==> config.mk <==
export PLATFORM = sky130hd
export DESIGN_NAME = lsu_ctrl
export DESIGN_NICKNAME = d
export VERILOG_FILES = /design/src/rtl/lsu_ctrl_pkg.sv /design/src/rtl/lsu_rd_align.sv /design/src/rtl/lsu_ctrl.sv
export SDC_FILE = /design/constraint.sdc
export NUM_CORES = 1
export LEC_CHECK = 0
export ABC_AREA = 1
export CORE_MARGIN = 1.5
export CORE_UTILIZATION = 27
export CTS_BUF_LIST = sky130_fd_sc_hd__clkbuf_8
export CTS_CLUSTER_SIZE = 20
export DETAILED_ROUTE_END_ITERATION = 10
export GPL_ROUTABILITY_DRIVEN = 0
export GPL_TIMING_DRIVEN = 0
export PLACE_DENSITY = 0.8
export RECOVER_POWER = 25
export SETUP_SLACK_MARGIN = 0.2
export SYNTH_ARGS = -nofsm -noshare
export SYNTH_HDL_FRONTEND = slang
export SYNTH_SLANG_ARGS = --single-unit
==> constraint.sdc <==
create_clock -name clk_i -period 1.2 [get_ports clk_i]
set_input_delay 0.12 -clock clk_i [delete_from_list [all_inputs] [get_ports clk_i]]
set_output_delay 0.12 -clock clk_i [all_outputs]
set_load 0.02 [all_outputs]
==> src/rtl/lsu_ctrl_pkg.sv <==
// Shared load/store decode definitions: LDST size codes (funct3 encoding),
// controller state type, and the request decode helpers used by lsu_ctrl.
package lsu_ctrl_pkg;

  localparam logic [2:0] LDST_B  = 3'd0;
  localparam logic [2:0] LDST_H  = 3'd1;
  localparam logic [2:0] LDST_W  = 3'd2;
  localparam logic [2:0] LDST_BU = 3'd4;
  localparam logic [2:0] LDST_HU = 3'd5;

  typedef enum logic [1:0] {
    IDLE,
    RESP,
    ERR
  } lsu_state_e;

  // Misaligned access, undefined size code, or a store using an unsigned size.
  function automatic logic ldst_illegal(input logic we, input logic [2:0] size,
                                        input logic [1:0] off);
    logic ill;
    case (size)
      LDST_B:  ill = 1'b0;
      LDST_BU: ill = we;
      LDST_H:  ill = off[0];
      LDST_HU: ill = we | off[0];
      LDST_W:  ill = (off != 2'b00);
      default: ill = 1'b1;
    endcase
    return ill;
  endfunction

  function automatic logic [3:0] ldst_be(input logic [2:0] size, input logic [1:0] off);
    logic [3:0] be;
    case (size)
      LDST_B, LDST_BU: be = 4'b0001 << off;
      LDST_H, LDST_HU: be = off[1] ? 4'b1100 : 4'b0011;
      default:         be = 4'b1111;
    endcase
    return be;
  endfunction

  // Replicate the right-aligned store data into every lane it could land in.
  function automatic logic [31:0] ldst_wd(input logic [2:0] size, input logic [31:0] wd);
    logic [31:0] data;
    case (size)
      LDST_B, LDST_BU: data = {4{wd[7:0]}};
      LDST_H, LDST_HU: data = {2{wd[15:0]}};
      default:         data = wd;
    endcase
    return data;
  endfunction

endpackage

==> src/rtl/lsu_rd_align.sv <==
// Load data alignment: selects the addressed byte/half/word from the raw
// memory word and sign- or zero-extends it to 32 bits.
//  size_i  LDST size code
//  off_i   byte offset within the word (addr[1:0])
//  word_i  raw memory read word
//  data_o  aligned, extended load result
module lsu_rd_align
  import lsu_ctrl_pkg::*;
(
  input  logic [2:0]  size_i,
  input  logic [1:0]  off_i,
  input  logic [31:0] word_i,
  output logic [31:0] data_o
);

  logic [7:0]  byte_sel;
  logic [15:0] half_sel;

  always_comb begin
    case (off_i)
      2'd0:    byte_sel = word_i[7:0];
      2'd1:    byte_sel = word_i[15:8];
      2'd2:    byte_sel = word_i[23:16];
      default: byte_sel = word_i[31:24];
    endcase
    half_sel = off_i[1] ? word_i[31:16] : word_i[15:0];

    case (size_i)
      LDST_B:  data_o = {{24{byte_sel[7]}}, byte_sel};
      LDST_BU: data_o = {24'h0, byte_sel};
      LDST_H:  data_o = {{16{half_sel[15]}}, half_sel};
      LDST_HU: data_o = {16'h0, half_sel};
      default: data_o = word_i;
    endcase
  end

endmodule

==> src/rtl/lsu_ctrl.sv <==
// Load/store controller between the core datapath and a registered-read data
// memory. Issues one memory access per core request, stalls the core until it
// completes, returns aligned/extended load data, and flags illegal requests
// with a one-cycle error pulse without touching memory.
//  clk_i, rst_ni          clock, synchronous active-low reset
//  core_req_i/we/size/addr/wd   core request (held stable while stalled)
//  core_rd_o, core_stall_o, core_err_o  core response
//  mem_req_o/we/be/addr/wd       memory request
//  mem_rd_i, mem_ready_i         memory read data (1-cycle latency), accept
module lsu_ctrl
  import lsu_ctrl_pkg::*;
#(
  parameter int unsigned ADDR_W = 32
) (
  input  logic              clk_i,
  input  logic              rst_ni,
  input  logic              core_req_i,
  input  logic              core_we_i,
  input  logic [2:0]        core_size_i,
  input  logic [ADDR_W-1:0] core_addr_i,
  input  logic [31:0]       core_wd_i,
  output logic [31:0]       core_rd_o,
  output logic              core_stall_o,
  output logic              core_err_o,
  output logic              mem_req_o,
  output logic              mem_we_o,
  output logic [3:0]        mem_be_o,
  output logic [ADDR_W-1:0] mem_addr_o,
  output logic [31:0]       mem_wd_o,
  input  logic [31:0]       mem_rd_i,
  input  logic              mem_ready_i
);

  lsu_state_e  state_q, state_d;
  logic [2:0]  size_q, size_d;
  logic [1:0]  off_q, off_d;
  logic        we_q, we_d;
  logic        req_int, stall_int, err_int;
  logic        illegal;
  logic [31:0] rd_aligned;

  assign illegal = ldst_illegal(core_we_i, core_size_i, core_addr_i[1:0]);

  always_ff @(posedge clk_i) begin
    if (!rst_ni) begin
      state_q <= IDLE;
      size_q  <= '0;
      off_q   <= '0;
      we_q    <= 1'b0;
    end else begin
      state_q <= state_d;
      size_q  <= size_d;
      off_q   <= off_d;
      we_q    <= we_d;
    end
  end

  always_comb begin
    state_d   = state_q;
    size_d    = size_q;
    off_d     = off_q;
    we_d      = we_q;
    req_int   = 1'b0;
    stall_int = 1'b0;
    err_int   = 1'b0;
    case (state_q)
      IDLE: begin
        if (core_req_i) begin
          stall_int = 1'b1;
          if (illegal) begin
            state_d = ERR;
          end else begin
            req_int = 1'b1;
            if (mem_ready_i) begin
              size_d  = core_size_i;
              off_d   = core_addr_i[1:0];
              we_d    = core_we_i;
              state_d = RESP;
            end
          end
        end
      end
      // The core still presents the same instruction here; it is not reissued.
      RESP:    state_d = IDLE;
      ERR: begin
        err_int = 1'b1;
        state_d = IDLE;
      end
      default: state_d = IDLE;
    endcase
  end

  lsu_rd_align u_rd_align (
    .size_i (size_q),
    .off_i  (off_q),
    .word_i (mem_rd_i),
    .data_o (rd_aligned)
  );

  // Reset overrides the handshake outputs combinationally so nothing leaks
  // out while rst_ni is low, even before the state register has cleared.
  assign mem_req_o    = req_int & rst_ni;
  assign mem_we_o     = core_we_i & mem_req_o;
  assign core_stall_o = stall_int & rst_ni;
  assign core_err_o   = err_int & rst_ni;
  assign mem_addr_o   = core_addr_i;
  assign mem_be_o     = ldst_be(core_size_i, core_addr_i[1:0]);
  assign mem_wd_o     = ldst_wd(core_size_i, core_wd_i);
  assign core_rd_o    = (rst_ni && (state_q == RESP) && !we_q) ? rd_aligned : '0;

endmodule
# Word level (Yosys, flattened, before mapping)
# Index checks and enable logic that the tools add are counted.
[word_totals]
elab_cells = 52
reg_bits = 8
[op_classes]
mux = 16
reduce_logical = 14
bitwise = 6
shift = 1
n_eq_ne = 11
[ops]
columns = ["op", "count"]
rows = [
  ["32-bit one-hot mux with 4 select lines", 1],
  ["32-bit one-hot mux with 2 select lines", 1],
  ["32-bit two-way mux", 1],
  ["8-bit one-hot mux with 3 select lines", 1],
  ["16-bit two-way mux", 1],
  ["3-bit equality test (second input constant)", 4],
  ["4-bit one-hot mux with 2 select lines", 1],
  ["3-bit by 1-bit equality test with 1-bit output (second input constant)", 2],
  ["3-bit logical NOT", 2],
  ["1-bit two-way mux", 6],
  ["1-bit one-hot mux with 5 select lines", 1],
  ["1-bit bitwise AND", 4],
  ["2-bit by 1-bit equality test with 1-bit output (second input constant)", 2],
  ["2-bit equality test (second input constant)", 2],
  ["2-bit logical NOT", 2],
  ["2-bit two-way mux", 2],
  ["4-bit two-way mux", 1],
  ["2-bit AND reduction", 2],
  ["4-bit AND reduction", 1],
  ["2-bit nonzero test", 2],
  ["2-bit OR reduction", 2],
  ["1-bit by 2-bit left shift with 4-bit output (first input constant)", 1],
  ["3-bit by 2-bit equality test with 1-bit output (second input constant)", 1],
  ["1-bit logical AND", 2],
  ["other kinds (3)", 3],
]

# Depth between registers and ports, before layout
[depth]
depth_word = 7
ltp_mapped = 10

# By module
# From an unflattened synthesis, not the netlist that was laid out.
[unflattened]
cells_unflattened = 443
area_unflattened_um2 = 2290.9
[by_module_without_submodules]
columns = ["mod", "cells_per_inst", "area_each_um2", "instances", "seq_area_each_um2"]
rows = [
  ["lsu_ctrl", 251, 1395.1, 1, 160.2],
  ["lsu_rd_align", 192, 895.9, 1, 0.0],
]

# Worst setup path after synthesis
# No wires, ideal clock.
[synth_timing]
kind = "register to output"
start = "register state_q[1]"
end = "output mem_we_o"
path_stages_with_launch = 6
arrival_time_ps = 1564
slack_ps = -484
cell_sequence = "dfxtp_1 > or2_1 > or2_0 > nor2_1 > nand2_1 > nor2_1"
[synth_via]
elab_chain_cells = 4
[synth_lines]
columns = ["item", "line_no", "rtl"]
rows = [
  ["from (decl)", "lsu_ctrl.sv:34", "lsu_state_e state_q, state_d;"],
  ["from (signal assigned)", "lsu_ctrl.sv:51", "state_q <= state_d;"],
  ["2-bit logical NOT", "lsu_ctrl.sv:66", "case (state_q)"],
  ["1-bit two-way mux", "lsu_ctrl.sv:66", ""],
  ["1-bit bitwise AND", "lsu_ctrl.sv:102", "assign mem_req_o = req_int & rst_ni;"],
  ["1-bit bitwise AND", "lsu_ctrl.sv:103", "assign mem_we_o = core_we_i & mem_req_o;"],
  ["to (decl)", "lsu_ctrl.sv:26", "output logic mem_we_o,"],
]
# Every way passes these cells.

# Worst setup path in the final report
[layout_timing]
start = "register off_q[1]"
end = "output core_rd_o[27]"
[layout_via]
elab_chain_cells = 4
word_cells_on_any_way = 7
cone_classes = "eq/ne: 2; mux: 4; reduce/logical: 1"
[layout_lines]
columns = ["item", "line_no", "rtl"]
rows = [
  ["from (decl)", "lsu_ctrl.sv:36", "logic [1:0] off_q, off_d;"],
  ["from (signal assigned)", "lsu_ctrl.sv:48", "off_q <= '0;"],
  ["from (signal assigned)", "lsu_ctrl.sv:53", "off_q <= off_d;"],
  ["2-bit equality test, or another cell as far along", "lsu_rd_align.sv:20", "case (off_i)"],
  ["8-bit one-hot mux with 3 select lines", "lsu_rd_align.sv:20", ""],
  ["32-bit one-hot mux with 4 select lines *", "lsu_rd_align.sv:28", "case (size_i)"],
  ["32-bit two-way mux *", "lsu_ctrl.sv:109", "assign core_rd_o = (rst_ni && (state_q == RESP) && !we_q) ? rd_aligned : '0;"],
  ["to (decl)", "lsu_ctrl.sv:22", "output logic [31:0] core_rd_o,"],
]
# Every way passes the cells marked *; elsewhere a longest branch is shown, timed or not.

==> results <==
## cells in the final DEF, fill, tap and decap left out, drive strengths merged
| cell type | instances |
|---|---|
| buf | 164 |
| nand2 | 75 |
| nor2 | 67 |
| o21ai | 63 |
| clkdlybuf4s50 | 61 |
| inv | 38 |
| a21oi | 29 |
| dlygate4sd2 | 20 |
| dlygate4sd3 | 14 |
| clkbuf | 11 |
| nand3 | 10 |
| nor3 | 10 |
| o211ai | 9 |
| dfxtp | 8 |
| dlymetal6s2s | 7 |
| clkdlybuf4s15 | 4 |
| or2 | 2 |
| clkinvlp | 1 |
## final cells by class
type	count	area [um2]
inverters	39	170.2
repair buffers	221	2223
plain buffers	57	510.5
fillers	484	1795
clock buffers	3	41.29
well taps	96	120.1
multi-input cells	265	1873
flip-flops and latches	8	172.7
## synthesized netlist by cell type (all sizes together)
library cell and n:
or2 2, inv 39, buf 50, clkbuf 7, a21oi 29, dfxtp 8
nand2 75, nor3 10, o21ai 63, nand3 10, nor2 67, o211ai 9
## worst min-delay path by stage
stage                            startpoint                     end
after floorplan              core_addr_i[0]   off_q[0]$_SDFFE_PN0P_
final                        core_size_i[1]  size_q[1]$_SDFFE_PN0P_
after global routing         core_size_i[1]  size_q[1]$_SDFFE_PN0P_
after global placement    we_q$_SDFFE_PN0P_       we_q$_SDFFE_PN0P_
after detailed placement  we_q$_SDFFE_PN0P_       we_q$_SDFFE_PN0P_
after CTS                    core_size_i[0]  size_q[0]$_SDFFE_PN0P_
## power groups by stage
stage	combinational, mW	clock [mW]	sequential, mW
2_1_floorplan	0.681	0	0.287
3_3_place_gp	1.34	0	0.288
3_5_place_dp	1.36	0	0.289
4_1_cts	1.44	0.322	0.285
5_1_grt	1.72	0.339	0.285
6_report	1.64	0.325	0.284
## flip-flops by register name, indices dropped and copies added (netlist names)
| signal | flops |
|---|---|
| state_q | 2 |
| size_q | 3 |
| off_q | 2 |
| we_q | 1 |
## metal layers
layer / wire length [um] / vias to the layer above / GRT usage
li1: - / 1610 / -
met1: 3804 / 1576 / 0.2648
met2: 6129 / 241 / 0.4781
met3: 1202 / 44 / 0.06250
met4: 516 / 0 / 0.1307
met5: 0 / - / 0
## cell families after synthesis
logic type	share of synthesized area
DFF	0.08127
buffers and inverters	0.2787
AOI/OAI and AO/OA	0.2679
and+or+nand+nor	0.3721
## tightest hold or removal path, delay by kind of cell
kind / cells / cell delay (ns)
simple gates: 1 / 0.09
compound gates: 1 / 0.07
buf+inv: 1 / 0.12
## what timing repair did
action | 4_1_cts | 5_1_grt
setup endpoints to repair | 82 | 73
pin swaps | 25 | 37
gates cloned | 1 | 0
buffers inserted | 27 | 17
gates resized for setup | 442 | 125
==> results.txt <==
----------------------------------------------------
[Run status]
  Outcome ... finished, violations left
  Violated checks ... setup timing

[Timing]
  Setup violators final ... between 40 and 50
  Post-route setup slack ... -0.5096 ns
  Clk_skew ... approximately 0.00093 ns
  Transition time at the pin with the least slew margin ... around 0.46 ns
  Relative slew margins ... 0.6962
  Final count of hold timing violations ... 0
  Top achievable clock speed ... 0.5849 GHz
  Fin. max-slew vios ... 0
  Fraction of the cycle the final worst path needs ... 1.425
  Clock period minus worst slack ... roughly 1.7 ns
  Total negative slack for setup checks ... -18.09 ns
  Unrepaired setup endpoints after global routing ... yes
  Worst hold slack ... about 0.22 ns

[Pwr]
  Share of power burned in the clock network ... 0.145
  Final Total Pwr ... about 2.2 mW
  Power density normalized to cell area ... around 440 mW/mm2
  Power spent charging and discharging nets ... about 0.94 mW
  Internal ... between 1 and 1.5 mW
  Peak VDD IR ... 0.3300 mV
  Part of the total power dissipated in sequential elements ... 0.126
  Relative contribution of combinational cells to total power ... 0.729
  Switching power share of the total ... 0.4181
  Total leakage power ... between 2 and 2.5 nW

[Layout]
  Final antenna diode count ... 0
  Final instance area ... between 0.005 and 0.006 mm2
  Share of post-route cells with drive strength above 1 ... 0.5143
  Post-layout nets ... about 700
  Area growth, synth to finish ... 159.4%
  Fin util ... 0.7400
  Non-filler instance count after layout ... 689

[Worst hold path]
  Min-Delay Path Depth ... 3
  Hold WC Path Type ... primary input to register

[Clock tree]
  Root buffer selected by CTS ... clkbuf_8
  CTS clk-pin slew, worst paths ... approximately 0.04 ns
  Clock net sink count ... 8
  CTS tree ... done
  Post-CTS Hold Buffers ... 0
  H-tree depth ... 1
  Largest buffer count on any clock path ... 2
  Inserted Clock Buffers ... 3
  Worst-skew pair later-pin latency ... 0.23 ns

[Setup path]
  Crit-path leading delay family ... simple AND/OR/NAND/NOR gates
  Worst-case register-to-register setup slack ... -0.31 ns
  Worst R2R End ... off_q[0]$_SDFFE_PN0P_
  R2R cell count ... 7
  End point of the critical path ... core_rd_o[27]
  Category of the most critical setup path ... register to output pin
  Kind of end point of the critical path ... output pin
  Worst path required time ... 1.08 ns
  Levels on crit path ... 10
  Arrival @ worst endpoint ... ~1.6 ns
  Slowest cell on the critical path ... dfxtp_2
  Longest individual stage delay on the worst path ... 0.32 ns
  Worst Setup Start Kind ... register
  Number of buffers and inverters on the critical path ... 3
  Launching instance or port of the critical path ... off_q[1]$_SDFFE_PN0P_
  Cell Chain, Critical Path ... buf_12 > nor2_4 > nand2_2 > nand3_4 > nand3_4 > nand2_4 > nand2_8 > buf_12 > nor2_4 > buf_6
  Crit Reg-Reg Startpoint ... state_q[1]$_SDFFE_PN0P_
  Highest net fanout along the worst path ... 7

[Logic synthesis]
  Count of synthesis-stage warnings from yosys ... 0
  Register bit count reported by yosys ... 8
  Library cells used by synthesis ... 25
  Biggest area consumer among synthesized cells ... o21ai_0
  Synthesized instance count ... 369
  Area share of the largest cell type after synthesis ... 0.1575
  Sequential element share of the synthesized area ... 0.08127
  Mean post-synth cell area ... ~5.3 um2
  Net count after synthesis ... roughly 470
  Synth top area cells ... o21ai_0 16%, buf_4 15%, nand2_1 13%
  Combined area of all synthesized cells ... about 0.0020 mm2

[Route]
  Number of antenna-violating nets in the routed design ... 0
  Via/cell ratio ... about 5.0
  Average wire per standard cell ... 16.91 um
  Number of DRC markers after the initial detailed-route iteration ... 185
  Total Wirelength ... roughly 12000 um
  First drt pass iteration count ... 5
  Total number of vias ... ~3500
  DRC violation count after routing ... 0

[Placed design]
  Post-DP HPWL ... roughly 7700 um
  Worst slack after detailed placement ... -1.210 ns
  Placed Area ... around 0.0042 mm2
  Post-Place Cells ... between 600 and 700
  Quantity of I/O buffers inserted on ports ... 176

[Die]
  Starting density of the core ... 0.2853
  Area of the core ... 0.006907 mm2
  Chip width ... 88.43 um
  Io pins ... roughly 210
  Y dimension of the die ... around 88 um
  Number of cell rows ... 30
  Area enclosed by the die boundary ... 0.007820 mm2

[GRT]
  Via count of the first global-routing pass ... roughly 3300
  Grt ovf ... 0
  Pin count of the biggest net entering global routing ... 11
  Global-route wire length before repair ... ~16000 um
  Number of antenna violations at the first check in global routing ... 0
  Tot GR Track Use ... 0.2561

[Job]
  Max Cap Violations ... 0

----------------------------------------------------
Power figures use the tool's default switching activity.
